## src/rtl/usb_reg_master.sv

```systemverilog
// usb_reg_master: turns a byte-stream command channel from the USB front end
// into register-bus transactions and returns read bytes on a valid/ready channel.
// Frame: CTRL (bit0 read, bit1 hold), ADDR, LEN (0 = 256), then write payload.
// Optional feature: define USB_REG_TIMEOUT_EN to abort frames that stall
// mid-header or mid-payload for pTIMEOUT cycles (pulses timeout_err).
module usb_reg_master #(
    parameter int pBYTECNT_SIZE = 7,
    parameter int pREAD_CYCLES  = 2,
    parameter int pTIMEOUT      = 1024
) (
    input  logic                     clk_usb,
    input  logic                     reset_n,
    input  logic [7:0]               cmd_data,
    input  logic                     cmd_valid,
    output logic                     cmd_ready,
    output logic [7:0]               reg_address,
    output logic [pBYTECNT_SIZE-1:0] reg_bytecnt,
    output logic [7:0]               reg_datai,
    input  logic [7:0]               reg_datao,
    output logic                     reg_read,
    output logic                     reg_write,
    output logic [7:0]               rsp_data,
    output logic                     rsp_valid,
    input  logic                     rsp_ready,
    output logic                     busy,
    output logic                     timeout_err
);

    typedef enum logic [2:0] {
        S_IDLE,
        S_ADDR,
        S_LEN,
        S_WDATA,
        S_RD_STROBE,
        S_RD_GAP
    } state_t;

    if (pREAD_CYCLES < 1 || pREAD_CYCLES > 15 || pTIMEOUT < 1 || pBYTECNT_SIZE < 1) begin : g_param_check
        $error("usb_reg_master: parameter out of range");
    end

    state_t                   state_q;
    logic [8:0]               idx_q;
    logic [8:0]               len_q;
    logic                     hold_q;
    logic                     read_q;
    logic [3:0]               rdcnt_q;
    logic                     cmd_ready_q;
    logic [7:0]               reg_address_q;
    logic [pBYTECNT_SIZE-1:0] reg_bytecnt_q;
    logic [7:0]               reg_datai_q;
    logic                     reg_read_q;
    logic                     reg_write_q;
    logic [7:0]               rsp_data_q;
    logic                     rsp_valid_q;
    logic                     busy_q;

    logic                     accept;
    logic                     slot_free;
    logic [8:0]               idx_inc;
    logic [pBYTECNT_SIZE-1:0] idx_bc;
    logic                     abort;

    assign accept    = cmd_valid && cmd_ready_q;
    // The response slot can take a new byte if it is empty or being drained this edge.
    assign slot_free = !rsp_valid_q || rsp_ready;
    assign idx_inc   = idx_q + 9'd1;
    assign idx_bc    = hold_q ? '0 : pBYTECNT_SIZE'(idx_q);

`ifdef USB_REG_TIMEOUT_EN
    localparam int TW = $clog2(pTIMEOUT + 1);

    logic [TW-1:0] to_q;
    logic          in_hdr;
    logic          timeout_err_q;

    assign in_hdr = (state_q == S_ADDR) || (state_q == S_LEN) || (state_q == S_WDATA);
    assign abort  = in_hdr && !cmd_valid && (to_q == TW'(pTIMEOUT - 1));

    // Counts consecutive starved cycles while a frame is waiting for command bytes.
    always_ff @(posedge clk_usb or negedge reset_n) begin
        if (!reset_n) begin
            to_q          <= '0;
            timeout_err_q <= 1'b0;
        end else begin
            timeout_err_q <= abort;
            if (in_hdr && !cmd_valid && !abort) begin
                to_q <= to_q + TW'(1);
            end else begin
                to_q <= '0;
            end
        end
    end

    assign timeout_err = timeout_err_q;
`else
    assign abort       = 1'b0;
    assign timeout_err = 1'b0;
`endif

    // Frame parser and bus sequencer; every output is a register updated here.
    always_ff @(posedge clk_usb or negedge reset_n) begin
        if (!reset_n) begin
            state_q       <= S_IDLE;
            idx_q         <= '0;
            len_q         <= '0;
            hold_q        <= 1'b0;
            read_q        <= 1'b0;
            rdcnt_q       <= '0;
            cmd_ready_q   <= 1'b0;
            reg_address_q <= '0;
            reg_bytecnt_q <= '0;
            reg_datai_q   <= '0;
            reg_read_q    <= 1'b0;
            reg_write_q   <= 1'b0;
            rsp_data_q    <= '0;
            rsp_valid_q   <= 1'b0;
            busy_q        <= 1'b0;
        end else begin
            reg_write_q <= 1'b0;
            if (rsp_valid_q && rsp_ready) begin
                rsp_valid_q <= 1'b0;
            end

            case (state_q)
                S_IDLE: begin
                    cmd_ready_q <= 1'b1;
                    busy_q      <= 1'b0;
                    if (accept) begin
                        read_q  <= cmd_data[0];
                        hold_q  <= cmd_data[1];
                        busy_q  <= 1'b1;
                        state_q <= S_ADDR;
                    end
                end

                S_ADDR: begin
                    if (accept) begin
                        reg_address_q <= cmd_data;
                        state_q       <= S_LEN;
                    end
                end

                S_LEN: begin
                    if (accept) begin
                        len_q <= {(cmd_data == 8'd0), cmd_data};
                        idx_q <= '0;
                        if (read_q) begin
                            cmd_ready_q   <= 1'b0;
                            reg_bytecnt_q <= '0;
                            if (slot_free) begin
                                reg_read_q <= 1'b1;
                                rdcnt_q    <= '0;
                                state_q    <= S_RD_STROBE;
                            end else begin
                                state_q <= S_RD_GAP;
                            end
                        end else begin
                            state_q <= S_WDATA;
                        end
                    end
                end

                S_WDATA: begin
                    if (accept) begin
                        reg_write_q   <= 1'b1;
                        reg_datai_q   <= cmd_data;
                        reg_bytecnt_q <= idx_bc;
                        idx_q         <= idx_inc;
                        if (idx_inc == len_q) begin
                            busy_q  <= 1'b0;
                            state_q <= S_IDLE;
                        end
                    end
                end

                S_RD_STROBE: begin
                    if (rdcnt_q == 4'(pREAD_CYCLES - 1)) begin
                        rsp_data_q  <= reg_datao;
                        rsp_valid_q <= 1'b1;
                        reg_read_q  <= 1'b0;
                        idx_q       <= idx_inc;
                        state_q     <= S_RD_GAP;
                    end else begin
                        rdcnt_q <= rdcnt_q + 4'd1;
                    end
                end

                S_RD_GAP: begin
                    if (slot_free) begin
                        if (idx_q == len_q) begin
                            busy_q      <= 1'b0;
                            cmd_ready_q <= 1'b1;
                            state_q     <= S_IDLE;
                        end else begin
                            reg_read_q    <= 1'b1;
                            reg_bytecnt_q <= idx_bc;
                            rdcnt_q       <= '0;
                            state_q       <= S_RD_STROBE;
                        end
                    end
                end

                default: begin
                    state_q <= S_IDLE;
                end
            endcase

            if (abort) begin
                state_q     <= S_IDLE;
                busy_q      <= 1'b0;
                cmd_ready_q <= 1'b1;
                reg_write_q <= 1'b0;
            end
        end
    end

    assign cmd_ready   = cmd_ready_q;
    assign reg_address = reg_address_q;
    assign reg_bytecnt = reg_bytecnt_q;
    assign reg_datai   = reg_datai_q;
    assign reg_read    = reg_read_q;
    assign reg_write   = reg_write_q;
    assign rsp_data    = rsp_data_q;
    assign rsp_valid   = rsp_valid_q;
    assign busy        = busy_q;

endmodule

```

## config.mk

```make
export PLATFORM = sky130hd
export DESIGN_NAME = usb_reg_master
export DESIGN_NICKNAME = d
export VERILOG_FILES = /design/src/rtl/usb_reg_master.sv
export SDC_FILE = /design/constraint.sdc
export NUM_CORES = 1
export LEC_CHECK = 0
export ABC_AREA = 1
export CORE_MARGIN = 5
export CORE_UTILIZATION = 47
export DETAILED_ROUTE_END_ITERATION = 8
export PLACE_DENSITY_LB_ADDON = 0.15
export RECOVER_POWER = 100
export SLEW_MARGIN = 20
export SYNTH_ARGS = -nofsm -noshare
export SYNTH_HDL_FRONTEND = slang
export SYNTH_SLANG_ARGS = --single-unit
export TNS_END_PERCENT = 1
```

## constraint.sdc

```tcl
create_clock -name clk_usb -period 1.7 [get_ports clk_usb]
set_clock_uncertainty 0.2 [all_clocks]
set_input_delay 0.17 -clock clk_usb [delete_from_list [all_inputs] [get_ports clk_usb]]
set_output_delay 0.17 -clock clk_usb [all_outputs]
set_load 0.03 [all_outputs]
```

## Word level (Yosys, flattened, before mapping)

Cells that the tools add are included.

| operators by class | value |
|---|---|
| add/subtract/negate cells | 2 |
| equality and inequality tests | 20 |
| muxes and demuxes | 51 |
| reduce and logical (&&, ||, !) cells | 23 |

Operators by type and width:

| kind | count |
|---|---|
| $mux W7 | 6 |
| $mux W3 | 9 |
| $mux W9 | 3 |
| $pmux W9 S3 | 1 |
| $mux W4 | 6 |
| $ne A2 B2 Y1 const B | 12 |
| $pmux W7 S3 | 1 |
| $reduce_and A7 Y1 | 3 |
| $mux W1 | 20 |
| $eq A9 B9 Y1 | 2 |
| $pmux W3 S6 | 1 |
| $reduce_bool A3 Y1 | 5 |
| $pmux W4 S3 | 1 |
| $reduce_and A2 Y1 | 5 |
| $reduce_and A5 Y1 | 2 |
| $add A9 B1 Y9 const B | 1 |
| $pmux W1 S3 | 3 |
| $logic_not A8 Y1 | 1 |
| $eq A3 B2 Y1 const B | 2 |
| $eq A3 B3 Y1 const B | 2 |
| $reduce_and A6 Y1 | 1 |
| $add A4 B1 Y4 const B | 1 |
| $eq A4 B1 Y1 const B | 1 |
| $reduce_and A4 Y1 | 1 |
| other kinds (5) | 6 |

| storage, ports and cells | value |
|---|---|
| register bits after elaboration | 63 |
| bits of input ports | 20 |
| output and inout port bits | 37 |
| word-level logic and storage cells | 111 |

## Longest topological paths before layout

Gate-level depths: netlist of the first run.

| depth | value |
|---|---|
| depth in word-level cells | 6 |
| mapped depth | 13 |
| mapped depth without buffers | 13 |

## Worst setup path after synthesis of the first run

Ideal clock, no wire load.

| timing path | value |
|---|---|
| path type | reg2reg |
| start | reg cmd_ready_q, in the netlist cmd_ready |
| end | reg idx_q[0] |
| setup time | 0.080 ns |
| data arrival time | 1.582 ns |
| required time | 1.420 ns |
| path slack | -0.162 ns |
| cell stages (with the launch flop) | 7 |
| buffers on the path | 0 |
| clock period less this slack | 1.862 ns |
| cells stage by stage | dfrtp_1 > nand2_1 > inv_1 > nor2_1 > a211oi_4 > o21ai_2 > mux2i_1 |

| between the ends | value |
|---|---|
| longest elaborated chain between the ends | 3 |
| elaborated cells on any way between the ends | 4 |
| those cells by class | eq/ne: 2; reduce/logical: 2 |

Ends and longest elaborated chain:

| element | RTL line | source |
|---|---|---|
| start, declared | 48 | `logic cmd_ready_q;` |
| start signal, assigned | 110 | `cmd_ready_q <= 1'b0;` |
| start signal, assigned | 127 | `cmd_ready_q <= 1'b1;` |
| start signal, assigned | 149 | `cmd_ready_q <= 1'b0;` |
| $logic_and A1 B1 Y1 (*) | 64 | `assign accept = cmd_valid && cmd_ready_q;` |
| $ne A2 B2 Y1 (no line) | - |  |
| $reduce_and A4 Y1 (no line) (*) | - |  |
| end signal, assigned | 169 | `idx_q <= idx_inc;` |
| end signal, assigned | 182 | `idx_q <= idx_inc;` |
| end, declared | 43 | `logic [8:0] idx_q;` |

Every way passes the cells marked *; elsewhere a longest branch is shown, timed or not.
A chain may end at the register's enable or synchronous reset.

## Final worst setup path of the first run

| timing path | value |
|---|---|
| start | reg idx_q[1] |
| end | reg cmd_ready_q, in the netlist cmd_ready |

| between the ends | value |
|---|---|
| longest elaborated chain between the ends | 3 |

Ends and longest elaborated chain:

| element | RTL line | source |
|---|---|---|
| $eq A9 B9 Y1 | 191 | `if (idx_q == len_q) begin` |
| $ne A2 B2 Y1 (no line) | - |  |
| $reduce_and A5 Y1 (no line) | - |  |
| end signal, assigned | 149 |  |
| end signal, assigned | 193 | `cmd_ready_q <= 1'b1;` |
| end signal, assigned | 212 | `cmd_ready_q <= 1'b1;` |

Every way passes these cells.

==> run_results.csv, run 1 <==
group,metric,value,unit
global_routing,gr-total-overflow,0,
job,drv_cap,0,
global_routing,grt_pass1_vias,2971,
power_and_ir_drop,p_comb_share,47.7,%
floorplan,die_area,8320,sq um
logic_synthesis,synth_top_area_cell,"dfrtp_1",
hold_path,hp-class,"input pin to flip-flop",
drt,drt-total-wl,8.45,mm
power_and_ir_drop,seq_power_share,30.6,%
hold_path,min_delay_path_depth,2,
global_routing,grt_antenna_before_repair,0,
critical_path,worstPathRequired,1.74,ns
global_routing,grt_max_degree,64,
logic_synthesis,async_flop_share,100,%
critical_path,r2r_slack,-0.27,ns
sta,setup-violations-final,39,
power_and_ir_drop,p_clk_share,21.7,%
layout,fin_nets,528,
critical_path,path_max_fanout,4,
drt,antenna_left,0,
sta,final.setup.tns,-5.75,ns
logic_synthesis,syn-num-nets,394,
critical_path,crit_cells,10,
logic_synthesis,ys.flop_type,"dfrtp_1",
clock_tree,root_buffer,"clkbuf_8",
clock_tree,cts_buffers,9,
layout,area_growth,48.3,%
drt,first_pass_iters,5,
logic_synthesis,ys.warnings.count,0,
sta,final_hold_viol_count,0,
logic_synthesis,syn_area_per_cell,8.36,sq um
critical_path,crit_chain,"buf_4, xnor2_2, nand2_1, nor3_2, nand3_1, buf_6, o21ai_2, nand2_1, nand2_1, nand2_1",
sta,max_slew.worst_pin.slew,0.850,ns
global_routing,grt_pass1_wl,13.8,mm
critical_path,worstReg2RegStart,"idx_q[1]",
floorplan,die_h,91.2,microns
critical_path,regToRegEndpoint,"cmd_ready",
drt,vias,3052,
sta,fin_ws,-0.274,ns
placed_design,placed_area,4230,sq um
critical_path,ff2ff_path_depth,10,
sta,rsz0062_at_grt,"yes",
critical_path,crit_path_frequent_cell,"nand2_1",
sta,fin_crit,1.97,ns
logic_synthesis,ys_seq_area_share,50.8,%
layout,diodes,0,
logic_synthesis,synth_cell_types,32,
drt,drt-wirelength-per-cell,14.4,microns
critical_path,end_kind,"flip-flop",
sta,drv_slew,0,
drt,drt-initial-drc-count,233,
hold_path,hp-start,"reg_datao[7]",
clock_tree,clk_path_buf_depth,2,
clock_tree,cts_tree,"yes",
sta,fmax,0.507,GHz
sta,fin_crit_sh,116,%
critical_path,path_buf_inv,2,
logic_synthesis,synth_top_area_share,50.8,%
floorplan,core-area,6390,sq um
floorplan,die_w,91.2,microns
power_and_ir_drop,p_switching,3150,uW
power_and_ir_drop,leakagePower,0.00237,uW
critical_path,slowest_delay,0.45,ns
layout,drive_gt1_share,27.8,%
layout,final_area,4600,sq um
logic_synthesis,synth_cells,371,
status,violations,"negative setup slack",
logic_synthesis,yosys-top-cells-area,"dfrtp_1, nand2_1, o21ai_0, inv_1, nand3_1",
logic_synthesis,synth_seq_cells,63,
clock_tree,cts_sinks,63,
drt,viasPerCell,5.20,
critical_path,critical-path-top-delay-family,"simple AND/OR/NAND/NOR gates",
power_and_ir_drop,peakVddDrop,1.04,mV
logic_synthesis,synth_area,3100,sq um
critical_path,cp_slowest_cell,"dfrtp_2",
critical_path,crit_type,"flip-flop to flip-flop",
critical_path,cp.arrival,2.01,ns
critical_path,startpoint_type,"flip-flop",
sta,slew_headroom,43.3,%
placed_design,io_buffers,55,
logic_synthesis,synth_edf_count,0,
power_and_ir_drop,p_sw_share,41.1,%
clock_tree,clk_latency,0.35,ns
global_routing,track_usage,20.6,%
status,outcome,"complete, but fails checks",
floorplan,placementRows,29,
floorplan,start_util,48.6,%
placed_design,gp_congestion,0.908,
clock_tree,path_clk_slew,0.08,ns
placed_design,hpwl,5.63,mm
floorplan,pin_count,57,
hold_path,min_to,"rsp_data[7]",
drt,drc,0,
power_and_ir_drop,power.density,1670,nW/um^2
clock_tree,h-tree-depth,3,
power_and_ir_drop,intPower,4520,uW
cell usage after synthesis, drive strengths merged, types with 3 or more instances:
cell type	n
clkbuf	4
xor2	9
dfrtp	63
nand2	113
nor3	3
xnor2	4
mux2	8
o21ai	40
ha	3
buf	3
nand4	5
nand3	21
o22ai	8
a21oi	7
inv	47
nor2	22
sequential cells by signal (all words and copies together) (netlist names):
signal	flops
idx_q	9
len_q	9
reg_address	8
reg_datai	8
rsp_data	8
reg_bytecnt	7
rdcnt_q	4
state_q	3
busy	1
cmd_ready	1
hold_q	1
read_q	1
reg_read	1
reg_write	1
rsp_valid	1
per-layer routing:
metal / part of all wire [%] / up-vias / track usage (%)
met3: 7.4 / 21 / 4.38
met1: 44 / 1434 / 27.9
met2: 47 / 135 / 32.3
met5: 0 / - / 0
met4: 1.9 / 0 / 8.07
li1: - / 1462 / -
stage by stage:
| stage | power (uW) | instances | worst slack, ns | util (%) | hold WS, ns |
|---|---|---|---|---|---|
| detailed placement | 5940 | 563 | -0.270 | 66.2 | 0.00704 |
| floorplan | 4390 | 371 | -0.0607 | - | -0.326 |
| global placement | 5870 | 563 | -0.224 | 66.2 | 0.0101 |
| finish | 7670 | 587 | -0.274 | 72.0 | 0.228 |
| CTS | 7540 | 585 | -0.181 | 71.2 | 0.173 |
| global route | 8160 | 587 | -0.370 | 72.0 | 0.212 |
cell type report:
cell class                 instances  area [sq um]
multi-input combinational        253          1410
tap                               77          96.3
clock buffer                      10           138
inverter                          48           180
fill                             511          1790
clock inverter                     6           115
timing repair buffer             130          1080
sequential                        63          1580
worst max-delay path by stage:
stage,end,slack (ns),start
after floorplan,idx_q[0],-0.06,state_q[1]
after global placement,idx_q[8],-0.22,cmd_valid
after detailed placement,reg_bytecnt[0],-0.27,idx_q[2]
final,cmd_ready,-0.27,idx_q[1]
after global routing,reg_bytecnt[3],-0.37,idx_q[1]
after CTS,busy,-0.18,idx_q[1]
worst reg2reg max path, cell delays in order, from the launching register on:
cell     delay, ns
dfrtp_2       0.45
buf_4         0.16
xnor2_2       0.13
nand2_1       0.10
nor3_2        0.24
nand3_1       0.19
buf_6         0.18
o21ai_2       0.06
nand2_1       0.06
nand2_1       0.05
nand2_1       0.04
cells by family after synthesis:
| group | count (synthesis) | synth area share [%] |
|---|---|---|
| AO/OA/AOI/OAI | 62 | 11.5 |
| flip-flops | 63 | 50.8 |
| AND/OR/NAND/NOR | 165 | 22.1 |
| other | 1 | 0.121 |
| multiplexers | 9 | 3.23 |
| buffers and inverters | 55 | 7.34 |
| adder cells (fa/ha/maj) | 3 | 1.21 |
| XOR/XNOR | 13 | 3.67 |
repair_timing:
action / CTS / global route
setup endpoints to repair: 63 / 47
pin swaps: 7 / 9
hold buffers: 1 / 0
resized for setup: 57 / 23
endpoints found under the hold margin: 63 / 0
buffers inserted: 5 / 2
placed cells by master, fill, tap and decap left out, types with 2 or more instances in the layout:
cell type	count
clkdlybuf4s50_1	18
a21oi_1	5
clkbuf_2	2
inv_6	2
nand2_1	102
inv_2	7
mux2_2	8
o31ai_1	2
nor2_2	3
buf_4	66
xnor2_1	3
nor3_2	2
dfrtp_1	59
nand3_2	4
nand3_1	16
inv_1	40
bufinv_16	3
a31o_2	2
xor2_1	8
clkbuf_8	10
buf_6	3
o21ai_1	5
nand4_1	5
dfrtp_2	4
o21ai_0	33
a21oi_2	2
o21ai_2	2
nor2_1	18
o22ai_1	8
dlygate4sd2_1	36
nand2_2	10
power by group through the flow:
| stage | Sequential [uW] | Combinational, uW | Clock (uW) |
|---|---|---|---|
| detailed placement | 2360 | 3590 | 0 |
| global placement | 2340 | 3530 | 0 |
| finish | 2350 | 3650 | 1670 |
| global route | 2420 | 3980 | 1760 |
| CTS | 2340 | 3510 | 1690 |
| floorplan | 2970 | 1420 | 0 |
(Power assumes the default switching activity.)
==> run 2: changes to the inputs <==
--- a/config.mk
+++ b/config.mk
@@ -7,8 +7,10 @@
 export LEC_CHECK = 0
 export ABC_AREA = 1
 export CORE_MARGIN = 5
-export CORE_UTILIZATION = 47
+export CORE_UTILIZATION = 40
 export DETAILED_ROUTE_END_ITERATION = 8
+export DONT_BUFFER_PORTS = 1
+export GPL_TIMING_DRIVEN = 1
 export PLACE_DENSITY_LB_ADDON = 0.15
 export RECOVER_POWER = 100
 export SLEW_MARGIN = 20
==> run_results.csv, run 2 (synthesized netlist as in run 1, its figures left out) <==
group,metric,value,unit
status,outcome,"complete, but fails checks",
status,violations,"negative hold slack, negative setup slack",
floorplan,start_util,40.6,%
critical_path,path_max_fanout,7,
floorplan,die_w,98.1,microns
sta,holdWs,-0.694,ns
sta,fin_crit_sh,110,%
sta,setup-violations-final,26,
global_routing,gr-total-overflow,0,
placed_design,dpl_worst_slack,-0.295,ns
sta,drv_slew,0,
clock_tree,clk_path_buf_depth,2,
global_routing,grt_antenna_before_repair,0,
critical_path,startpoint_type,"flip-flop",
critical_path,worstPathRequired,1.78,ns
global_routing,grt_max_degree,64,
power_and_ir_drop,leakagePower,0.00207,uW
clock_tree,cts_tree,"yes",
power_and_ir_drop,power,6980,uW
layout,area_growth,38.1,%
clock_tree,h-tree-depth,3,
clock_tree,path_clk_slew,0.08,ns
clock_tree,clk_latency,0.35,ns
sta,rsz0062_at_grt,"yes",
hold_path,hp-class,"input pin to asynchronous set/reset pin",
layout,final_common_cell,"nand2_1",
floorplan,pin_count,57,
drt,drt-wirelength-per-cell,13.6,microns
critical_path,cp.arrival,1.94,ns
clock_tree,postCtsHoldBufs,18,
power_and_ir_drop,power.density,1630,nW/um^2
global_routing,track_usage,16.5,%
sta,fin_ws,-0.166,ns
floorplan,placementRows,32,
sta,final.setup.tns,-2.92,ns
sta,fin_crit,1.87,ns
sta,fmax,0.536,GHz
floorplan,core-area,7650,sq um
clock_tree,cts_sinks,63,
drt,viasPerCell,4.78,
critical_path,r2r_slack,-0.17,ns
sta,final_hold_viol_count,63,
drt,antenna_left,0,
critical_path,crit_type,"flip-flop to flip-flop",
placed_design,io_buffers,0,
drt,drt-total-wl,7.77,mm
placed_design,hpwl,5.35,mm
placed_design,gp_congestion,0.880,
drt,drt-initial-drc-count,153,
clock_tree,cts_buffers,9,
layout,drive_gt1_share,32.1,%
clock_tree,root_buffer,"clkbuf_8",
floorplan,die_h,98.1,microns
floorplan,die_area,9620,sq um
drt,drc,0,
layout,layout_common_cells,"nand2_1, buf_4, dfrtp_1, inv_1, o21ai_0",
power_and_ir_drop,peakVddDrop,1.06,mV
layout,fin_util,56.0,%
global_routing,grt_pass1_vias,2702,
global_routing,grt_pass1_wl,13.0,mm
critical_path,end_kind,"flip-flop",
drt,first_pass_iters,4,
drt,vias,2740,
layout,reg_top3,"idx_q: 9 flops, len_q: 9 flops",
layout,diodes,0,
job,drv_cap,0,
layout,fin_nets,489,
run 2: changes by cell type in the layout (fill, tap and decap cells not counted), sizes merged, moves of 3 or more:
cell	change
clkbuf	+4
buf	-7
dlygate4sd3	+17
clkdlybuf4s50	-18
dlygate4sd2	-36
clkinv	+3
run 2: cell type report:
class	instances	area (sq um)
multi-input cells	253	1460
well taps	102	128
clock buffers	9	124
flip-flops and latches	63	1580
repair buffers	91	739
fillers	686	3360
clock inverters	7	72.6
inverters	48	180
run 2: layer usage:
layer,track usage (%),vias to the layer above,share of wire (%)
met4,6.71,0,1.7
met2,24.1,78,45
li1,-,1388,-
met5,0,-,0
met3,4.36,10,7.1
met1,23.4,1264,46
run 2: what timing repair did:
item	4_1_cts	5_1_grt
gates cloned	0	1
setup buffers	1	6
gates resized for setup	17	41
pin swaps	5	9
endpoints found under the hold margin	100	63
setup endpoints to repair	26	49
run 2: path summary, 6_finish.rpt:
kind,startpoint,endpoint,cells past startpoint
setup / recovery,idx_q[0],reg_bytecnt[0],8
hold / removal,reset_n,rdcnt_q[2],0
setup reg to reg,idx_q[0],reg_bytecnt[0],8
hold reg to reg,hold_q,hold_q,2
max in group asynchronous,reset_n,state_q[2],0
min in group clk_usb,rsp_ready,state_q[0],5
run 2: per-stage QoR:
step	hold WS [ns]	cell area (sq um)	std cells
final	-0.694	4280	573
after global routing	-0.707	4280	573
after global placement	-0.323	3690	531
after floorplan	-0.326	3110	371
after detailed placement	-0.323	3690	531
after CTS	-0.700	4140	566
run 2: power by group:
group,internal [uW],switching [uW]
combinational,1250,1400
clock,678,641
sequential,2010,1010
run 2: worst max-delay path: stages (launching register included):
cell and delay [ns]:
dfrtp_2 0.47, xnor2_2 0.17, nand3_2 0.10, nor3_4 0.24, nand3_2 0.12, nand4_1 0.20, clkbuf_16 0.20, nand2_2 0.04
o21ai_1 0.07
